`config.mk`:
```
export PLATFORM = sky130hd
export DESIGN_NAME = multicycle_control_unit_flat
export DESIGN_NICKNAME = d
export VERILOG_FILES = /design/src/rtl/multicycle_control_unit_if.sv /design/src/rtl/multicycle_control_unit.sv /design/src/flat_wrapper.sv
export SDC_FILE = /design/constraint.sdc
export NUM_CORES = 1
export LEC_CHECK = 0
export ABC_AREA = 1
export CORE_ASPECT_RATIO = 2
export CORE_MARGIN = 2
export CORE_UTILIZATION = 51
export CTS_BUF_LIST = sky130_fd_sc_hd__clkbuf_16
export DETAILED_ROUTE_END_ITERATION = 16
export PLACE_DENSITY_LB_ADDON = 0.12
export SYNTH_ARGS = -nofsm -noshare
export SYNTH_HDL_FRONTEND = slang
export SYNTH_SLANG_ARGS = --single-unit
export TNS_END_PERCENT = 50
```
`constraint.sdc`:
```
create_clock -name clk -period 1.7 [get_ports clk]
set_input_delay 0.17 -clock clk [delete_from_list [all_inputs] [get_ports clk]]
set_output_delay 0.17 -clock clk [all_outputs]
set_load 0.01 [all_outputs]
```
`src/rtl/multicycle_control_unit_if.sv`:
```
// Control bundle between the multicycle sequencer and the MIPS datapath.
// The sequencer owns every enable; the datapath returns opcode and the ALU zero flag.
interface multicycle_control_unit_if;
    logic [5:0]  opcode;
    logic        zero;
    logic        pc_write;
    logic        ir_write;
    logic        i_or_d;
    logic        mem_read;
    logic        mem_write;
    logic        mem_to_reg;
    logic        reg_dst;
    logic        reg_write;
    logic        alu_src_a;
    logic [1:0]  alu_src_b;
    logic [3:0]  alu_op;
    logic [1:0]  pc_source;
    logic        illegal;
    logic [3:0]  state;
    logic [31:0] instr_count;

    modport master (
        input  opcode, zero,
        output pc_write, ir_write, i_or_d, mem_read, mem_write, mem_to_reg,
               reg_dst, reg_write, alu_src_a, alu_src_b, alu_op, pc_source,
               illegal, state, instr_count
    );

    modport slave (
        output opcode, zero,
        input  pc_write, ir_write, i_or_d, mem_read, mem_write, mem_to_reg,
               reg_dst, reg_write, alu_src_a, alu_src_b, alu_op, pc_source,
               illegal, state, instr_count
    );
endinterface

```
`src/rtl/multicycle_control_unit.sv`:
```
// Multicycle MIPS main sequencer: fetch/decode/execute/memory/write-back FSM with
// memory states stretched to MEM_LAT cycles and a retired-instruction counter.
module multicycle_control_unit #(
    parameter int unsigned MEM_LAT = 1
) (
    input  logic                         clk,
    input  logic                         rst,
    multicycle_control_unit_if.master    bus
);

    typedef enum logic [3:0] {
        S_FETCH     = 4'd0,
        S_DECODE    = 4'd1,
        S_MEM_ADDR  = 4'd2,
        S_MEM_READ  = 4'd3,
        S_MEM_WB    = 4'd4,
        S_MEM_WRITE = 4'd5,
        S_EXEC_R    = 4'd6,
        S_EXEC_I    = 4'd7,
        S_ALU_WB    = 4'd8,
        S_BRANCH    = 4'd9,
        S_JUMP      = 4'd10
    } state_t;

    localparam logic [5:0] OP_RTYPE = 6'b000000;
    localparam logic [5:0] OP_LW    = 6'b100011;
    localparam logic [5:0] OP_SW    = 6'b101011;
    localparam logic [5:0] OP_ADDI  = 6'b001000;
    localparam logic [5:0] OP_ANDI  = 6'b001100;
    localparam logic [5:0] OP_ORI   = 6'b001101;
    localparam logic [5:0] OP_BEQ   = 6'b000100;
    localparam logic [5:0] OP_J     = 6'b000010;

    localparam logic [3:0] LAST_WAIT = 4'(MEM_LAT - 1);

    state_t      state_r;
    state_t      next_state_s;
    logic [3:0]  wait_r;
    logic [3:0]  wait_next_s;
    logic [5:0]  op_r;
    logic        rtype_r;
    logic [31:0] cnt_r;
    logic        retire_s;
    logic        mem_state_s;
    logic        last_s;

    assign mem_state_s = (state_r == S_FETCH) || (state_r == S_MEM_READ) ||
                         (state_r == S_MEM_WRITE);
    assign last_s      = (wait_r == LAST_WAIT);

    // State, wait counter, latched opcode and retire counter
    always_ff @(posedge clk) begin
        if (rst) begin
            state_r <= S_FETCH;
            wait_r  <= 4'd0;
            op_r    <= 6'd0;
            rtype_r <= 1'b0;
            cnt_r   <= 32'd0;
        end else begin
            state_r <= next_state_s;
            wait_r  <= wait_next_s;
            // Opcode is only trusted in DECODE; later states use the latched copy
            if (state_r == S_DECODE) begin
                op_r    <= bus.opcode;
                rtype_r <= (bus.opcode == OP_RTYPE);
            end
            if (retire_s) begin
                cnt_r <= cnt_r + 32'd1;
            end
        end
    end

    // Next-state, wait-counter advance and retire detection
    always_comb begin
        next_state_s = S_FETCH;
        retire_s     = 1'b0;
        wait_next_s  = 4'd0;
        if (mem_state_s && !last_s) begin
            wait_next_s = wait_r + 4'd1;
        end else begin
            wait_next_s = 4'd0;
        end
        case (state_r)
            S_FETCH:     next_state_s = last_s ? S_DECODE : S_FETCH;
            S_DECODE: begin
                case (bus.opcode)
                    OP_RTYPE:              next_state_s = S_EXEC_R;
                    OP_LW, OP_SW:          next_state_s = S_MEM_ADDR;
                    OP_ADDI, OP_ANDI,
                    OP_ORI:                next_state_s = S_EXEC_I;
                    OP_BEQ:                next_state_s = S_BRANCH;
                    OP_J:                  next_state_s = S_JUMP;
                    default:               next_state_s = S_FETCH;
                endcase
            end
            S_MEM_ADDR:  next_state_s = (op_r == OP_LW) ? S_MEM_READ : S_MEM_WRITE;
            S_MEM_READ:  next_state_s = last_s ? S_MEM_WB : S_MEM_READ;
            S_MEM_WB: begin
                next_state_s = S_FETCH;
                retire_s     = 1'b1;
            end
            S_MEM_WRITE: begin
                next_state_s = last_s ? S_FETCH : S_MEM_WRITE;
                retire_s     = last_s;
            end
            S_EXEC_R:    next_state_s = S_ALU_WB;
            S_EXEC_I:    next_state_s = S_ALU_WB;
            S_ALU_WB, S_BRANCH, S_JUMP: begin
                next_state_s = S_FETCH;
                retire_s     = 1'b1;
            end
            default:     next_state_s = S_FETCH;
        endcase
    end

    // Moore control decode; everything is held at zero while rst is high
    always_comb begin
        bus.pc_write   = 1'b0;
        bus.ir_write   = 1'b0;
        bus.i_or_d     = 1'b0;
        bus.mem_read   = 1'b0;
        bus.mem_write  = 1'b0;
        bus.mem_to_reg = 1'b0;
        bus.reg_dst    = 1'b0;
        bus.reg_write  = 1'b0;
        bus.alu_src_a  = 1'b0;
        bus.alu_src_b  = 2'd0;
        bus.alu_op     = 4'd0;
        bus.pc_source  = 2'd0;
        bus.illegal    = 1'b0;
        if (rst) begin
            bus.pc_write = 1'b0;
        end else begin
            case (state_r)
                S_FETCH: begin
                    bus.mem_read  = 1'b1;
                    bus.alu_src_b = 2'd1;
                    bus.ir_write  = last_s;
                    bus.pc_write  = last_s;
                end
                S_DECODE: begin
                    bus.alu_src_b = 2'd3;
                    case (bus.opcode)
                        OP_RTYPE, OP_LW, OP_SW, OP_ADDI, OP_ANDI, OP_ORI,
                        OP_BEQ, OP_J: bus.illegal = 1'b0;
                        default:      bus.illegal = 1'b1;
                    endcase
                end
                S_MEM_ADDR: begin
                    bus.alu_src_a = 1'b1;
                    bus.alu_src_b = 2'd2;
                end
                S_MEM_READ: begin
                    bus.mem_read = 1'b1;
                    bus.i_or_d   = 1'b1;
                end
                S_MEM_WB: begin
                    bus.reg_write  = 1'b1;
                    bus.mem_to_reg = 1'b1;
                end
                S_MEM_WRITE: begin
                    bus.mem_write = 1'b1;
                    bus.i_or_d    = 1'b1;
                end
                S_EXEC_R: begin
                    bus.alu_src_a = 1'b1;
                    bus.alu_op    = 4'd6;
                end
                S_EXEC_I: begin
                    bus.alu_src_a = 1'b1;
                    bus.alu_src_b = 2'd2;
                    case (op_r)
                        OP_ANDI: bus.alu_op = 4'd4;
                        OP_ORI:  bus.alu_op = 4'd5;
                        default: bus.alu_op = 4'd2;
                    endcase
                end
                S_ALU_WB: begin
                    bus.reg_write = 1'b1;
                    bus.reg_dst   = rtype_r;
                end
                S_BRANCH: begin
                    // Branch resolves in this very cycle from the live zero flag
                    bus.alu_src_a = 1'b1;
                    bus.alu_op    = 4'd1;
                    bus.pc_source = 2'd1;
                    bus.pc_write  = bus.zero;
                end
                S_JUMP: begin
                    bus.pc_source = 2'd2;
                    bus.pc_write  = 1'b1;
                end
                default: bus.pc_write = 1'b0;
            endcase
        end
    end

    assign bus.state       = state_r;
    assign bus.instr_count = cnt_r;

endmodule

```
`src/flat_wrapper.sv`:
```
// flat-port wrapper written by rule: the top's interface ports become plain ports
module multicycle_control_unit_flat 
#(
    parameter int unsigned MEM_LAT = 1
)
  (clk, rst, bus_opcode, bus_zero, bus_pc_write, bus_ir_write, bus_i_or_d, bus_mem_read, bus_mem_write, bus_mem_to_reg, bus_reg_dst, bus_reg_write, bus_alu_src_a, bus_alu_src_b, bus_alu_op, bus_pc_source, bus_illegal, bus_state, bus_instr_count);
  multicycle_control_unit_if bus_i ();
  input  logic clk;
  input  logic rst;
  input wire logic [$bits(bus_i.opcode)-1:0] bus_opcode;
  input wire logic [$bits(bus_i.zero)-1:0] bus_zero;
  output wire logic [$bits(bus_i.pc_write)-1:0] bus_pc_write;
  output wire logic [$bits(bus_i.ir_write)-1:0] bus_ir_write;
  output wire logic [$bits(bus_i.i_or_d)-1:0] bus_i_or_d;
  output wire logic [$bits(bus_i.mem_read)-1:0] bus_mem_read;
  output wire logic [$bits(bus_i.mem_write)-1:0] bus_mem_write;
  output wire logic [$bits(bus_i.mem_to_reg)-1:0] bus_mem_to_reg;
  output wire logic [$bits(bus_i.reg_dst)-1:0] bus_reg_dst;
  output wire logic [$bits(bus_i.reg_write)-1:0] bus_reg_write;
  output wire logic [$bits(bus_i.alu_src_a)-1:0] bus_alu_src_a;
  output wire logic [$bits(bus_i.alu_src_b)-1:0] bus_alu_src_b;
  output wire logic [$bits(bus_i.alu_op)-1:0] bus_alu_op;
  output wire logic [$bits(bus_i.pc_source)-1:0] bus_pc_source;
  output wire logic [$bits(bus_i.illegal)-1:0] bus_illegal;
  output wire logic [$bits(bus_i.state)-1:0] bus_state;
  output wire logic [$bits(bus_i.instr_count)-1:0] bus_instr_count;
  assign bus_i.opcode = bus_opcode;
  assign bus_i.zero = bus_zero;
  assign bus_pc_write = bus_i.pc_write;
  assign bus_ir_write = bus_i.ir_write;
  assign bus_i_or_d = bus_i.i_or_d;
  assign bus_mem_read = bus_i.mem_read;
  assign bus_mem_write = bus_i.mem_write;
  assign bus_mem_to_reg = bus_i.mem_to_reg;
  assign bus_reg_dst = bus_i.reg_dst;
  assign bus_reg_write = bus_i.reg_write;
  assign bus_alu_src_a = bus_i.alu_src_a;
  assign bus_alu_src_b = bus_i.alu_src_b;
  assign bus_alu_op = bus_i.alu_op;
  assign bus_pc_source = bus_i.pc_source;
  assign bus_illegal = bus_i.illegal;
  assign bus_state = bus_i.state;
  assign bus_instr_count = bus_i.instr_count;
  multicycle_control_unit #(.MEM_LAT(MEM_LAT)) u_core (.clk(clk), .rst(rst), .bus(bus_i));
endmodule
```
Yosys cells after proc, flatten, opt, wreduce, memory -nomap -nowiden. Index checks and enable logic that the tools add are counted.

Register bits: 47. Input bits: 9. Logic and storage cells: 81.

$add $sub $neg: 2. Equal/unequal tests: 20. Muxes and demuxes: 35. Bitwise operators: 1. Reduce and logical (&&, ||, !) cells: 18.

Operators with widths (number): $add 32x1->32 const B (1); $eq 6x4->1 const B (5); $pmux 4 s6 (1); $mux 1 (21); $pmux 4 s5 (1); $eq 6x6->1 const B (3); $eq 4x3->1 const B (4); $reduce_or 2->1 (7); $eq 4x4->1 const B (3); $pmux 4 s3 (1); $mux 3 (3); $eq 4x2->1 const B (2); $logic_not 4->1 (2); $reduce_or 4->1 (2); $reduce_or 8->1 (1); $eq 6x2->1 const B (1); $eq 6x3->1 const B (1); $logic_not 6->1 (1); $pmux 2 s3 (1); $pmux 3 s2 (1); $add 4x1->4 const B (1); $eq 4x1->1 const B (1); $mux 2 (2); $mux 4 (1); other kinds (8) (9).

Logic depth before layout (Yosys ltp).
Depth after elaboration: 6. Mapped depth: 12. Gate-level depth less buffers: 11.

Least setup slack after synthesis. Ideal clock, no wire load.

Path type: register to register. Start: reg u_core.cnt_r[1], in the netlist u_core.bus.instr_count[1]. End: reg u_core.cnt_r[24], in the netlist u_core.bus.instr_count[24]. Arrival: 1402 ps. Path slack: 185 ps. Stages on the path, launching flop included: 8. Path buffers: 0. Cell sequence: dfxtp_1 > ha_1 > nand3_1 > nor2_1 > and3_1 > nand3b_1 > nor2_1 > nor2_1.

Longest elaborated chain between the ends: 1.

RTL lines: start, declared (line multicycle_control_unit.sv:42) `logic [31:0] cnt_r;`; start signal, assigned (line multicycle_control_unit.sv:68) `cnt_r <= cnt_r + 32'd1;`; $add 32x1->32 (line multicycle_control_unit.sv:68).

Every way passes these cells. A chain may end at the register's enable or synchronous reset.

Worst setup path after layout.
Start: reg u_core.state_r[1], in the netlist u_core.bus.state[1]. End: out bus_alu_op[0].

Longest elaborated chain between the ends: 3. Elaborated cells between the ends (all ways): 5. Classes of those cells: 3 x eq/ne; 2 x mux.

RTL lines: start, declared (line multicycle_control_unit.sv:36) `state_t state_r;`; start signal, assigned (line multicycle_control_unit.sv:60) `state_r <= next_state_s;`; $eq 4x4->1 / $eq 4x3->1 (equally long branches) (line multicycle_control_unit.sv:134) `case (state_r)`; $pmux 4 s3 * (line multicycle_control_unit.sv:134); $mux 4 * (line multicycle_control_unit.sv:131) `if (rst) begin`; end, declared (line flat_wrapper.sv:22) `output wire logic [$bits(bus_i.alu_op)-1:0] bus_alu_op;`.

Every way passes the cells marked *; elsewhere a longest branch is shown, timed or not.

==> results.yml <==
drt:
  first_pass_iters: 4
  vias: 3426
  post_drt_wl_per_cell_um: 14.0
  drt_iter0_drc: 194
  finalWirelength_um: 9150
  drc: 0
  final_antenna_net_count: 0
  viasPerCell: 5.25
yosys:
  ys_seq_elements: 47
  synth_async_sr_flop_share_pct: 0
  seq_area_frac_synth_pct: 32.4
  syn_nets: 499
  syn-instance-count: 487
  postSynthAreaPerCell_um2: 5.96
  ys_top_cells_by_area: "dfxtp_1, nand2_1, nor2_1"
  synthFlopType: "dfxtp_1"
  synth_edf_count: 0
  synth_area_um2: 2900
  synth_top_area_share_pct: 32.4
  synth_top_cell_by_area: "dfxtp_1"
  ys_warn_count: 0
  ys_types: 35
sta:
  rsz0062_at_grt: "true"
  finalCriticalPeriod_ns: 1.66
  hold_violations: 0
  final_max_slew_viol_count: 0
  finClkSkew_ns: 0.00325
  setup_viol: 0
  whs_ns: 0.249
  timing.fmax_mhz: 603
  finalCritPeriodShare_pct: 97.5
cells_and_area:
  insertedDiodeCount: 0
  area_growth_pct: 41.4
  final_cell_area_um2: 4110
  nets: 603
  drive_gt1_share_pct: 18.4
clock_network:
  clockBufferDepth: 2
  cts_buffers: 5
  ctsHoldBuffers: 0
  clock-sinks: 47
  cts_tree: "built"
  htree_levels: 2
  ctsRootBufferMaster: "clkbuf_16"
  clk_pin_slew_ns: 0.06
  clock_latency_ns: 0.29
place:
  gp_congestion: 0.981
  dpl_cell_area_um2: 3860
  placement.io_buffers: 61
  hpwlAfterDp_um: 7080
critical_path:
  critPathBufInv: 3
  crit_chain: "inv_4 > nand2_4 > buf_4 > nor3_4 > a31o_2 > clkdlybuf4s15_2"
  critPathMaxStageDelay_ns: 0.36
  cpLargestDelayFamily: "buffers and inverters"
  worstPathArrival_ns: 1.49
  path_max_fanout: 4
  worst_setup_path_end_kind: "primary output"
  cpMaxStageDelayCell: "dfxtp_2"
  start_kind: "register"
  crit_required_ns: 1.53
  critPathKind: "register to primary output"
grt:
  grt_max_degree: 26
  grt_pass1_vias: 3399
  grt_pass1_wl_um: 14800
  grt_remaining_overflow: 0
  antenna_found_initial: 0
  grt_util_all_layers_pct: 29.5
worst_hold_path:
  hp-class: "input pin to register"
floorplanning:
  core_area_um2: 5470
  rows: 38
  die_area_um2: 6350
  die_y_um: 111
  die_w_um: 57.4
  initial_utilization_pct: 53.1
  pin_count: 63
power_and_ir_drop:
  ir_drop_uv: 776
  power_per_cell_area_nw_per_um2: 580
  p_leak_nw: 1.64
status:
  outcome: "finished, final reports clean"
flow_run:
  drv.max_cap_violation_count: 0
[stage by stage]
step	total power [mW]	utilization [%]	std cells	setup WS [ns]	setup TNS, ns
floorplan	1.29	-	487	0.185	0
global placement	1.42	70.6	641	-0.264	-1.14
detailed placement	1.43	70.6	641	-0.303	-1.34
CTS	2.38	74.1	651	-0.229	-0.538
global route	2.47	75.1	652	-0.0473	-0.189
finish	2.38	75.1	652	0.0428	0
[cell usage in the layout (no fill, tap or decap), types with 2 or more instances in the layout]
cell type	Yosys	routed
dlygate4sd2_1	0	5
dlymetal6s2s_1	0	6
o21ai_0	13	11
buf_2	2	7
nand3_1	24	24
inv_2	2	4
nor3_1	7	5
xor2_1	6	6
o21ai_1	2	4
nand2_2	1	5
dfxtp_4	0	3
inv_1	46	43
ha_1	3	3
inv_4	0	3
nand2_1	151	147
clkbuf_16	0	5
a21oi_2	0	2
nor2_4	3	7
dfxtp_1	47	43
nor2_1	108	93
nor3_2	1	2
nor4_1	2	2
nor2_2	0	11
xnor2_1	3	3
buf_4	2	47
a21oi_1	35	33
clkdlybuf4s50_1	0	40
clkbuf_2	0	2
nand4_1	9	9
[cell families after synthesis]
logic type	Yosys count	synth area share, %
AOI/OAI and AO/OA	55	9.91
xor gates and xnor gates	9	2.71
adders and majority gates	3	1.29
buffers and inverters	62	9.18
DFF	47	32.4
other	1	0.129
and+or+nand+nor	310	44.4
[state kept, by name (all words and copies together) (netlist names)]
name                    cells
u_core.bus.instr_count     32
u_core.bus.state            4
u_core.op_r                 6
u_core.rtype_r              1
u_core.wait_r               4
[cells in the mapped netlist, types with 3 or more instances]
master    number
nand2_1      151
nor2_1       108
dfxtp_1       47
inv_1         46
a21oi_1       35
nand3_1       24
o21ai_0       13
nand4_1        9
nor3_1         7
xor2_1         6
buf_6          3
clkbuf_1       3
ha_1           3
nor2_4         3
xnor2_1        3
[final cells by class]
cell class	count	area (µm²)
timing repair buffer	109	948
clock inverter	3	16.3
inverter	50	195
multi-input combinational	378	1790
tap	60	75.1
fill	477	1360
sequential	47	953
clock buffer	5	125
[worst register-to-register path: stages (launching register included)]
cell and delay [ns]:
dfxtp_2 0.36, inv_4 0.09, nand2_4 0.08, buf_4 0.15
nor2_4 0.13, nand2_2 0.08, nand3_4 0.12, buf_12 0.17
nand2_1 0.10, o21ai_0 0.15, inv_1 0.05, nor2_1 0.07
[where the power goes]
group	switching (mW)	total, mW	leakage, nW	internal, mW
Sequential	0.0199	1.14	0.383	1.12
Combinational	0.156	0.283	1.19	0.127
Clock	0.425	0.962	0.0710	0.537
[final timing paths]
| kind | end | startpoint | depth (start not counted) | slack (ns) |
|---|---|---|---|---|
| max | bus_alu_op[0] | u_core.bus.state[1]$_SDFF_PP0_ | 6 | 0.04 |
| min reg2reg | u_core.op_r[4]$_SDFFE_PP0P_ | u_core.op_r[4]$_SDFFE_PP0P_ | 2 | 0.49 |
| max reg2reg | u_core.bus.instr_count[8]$_SDFFE_PP0P_ | u_core.bus.state[1]$_SDFF_PP0_ | 11 | 0.09 |
| min | u_core.op_r[4]$_SDFFE_PP0P_ | bus_opcode[4] | 3 | 0.25 |
[per-layer routing]
layer	GRT usage, %	wire [µm]
met2	54.6	5090
met5	0	0
met1	27.3	3110
met3	4.67	316
met4	21.2	627
[repair_timing]
action / 4_1_cts / 5_1_grt
buffers inserted: 2 / 1
pin swaps: 4 / 3
resized for setup: 56 / 39
setup endpoints to repair: 17 / 24
hold endpoints to repair: 0 / 0
No activity file was read; power rests on OpenSTA's default activity.
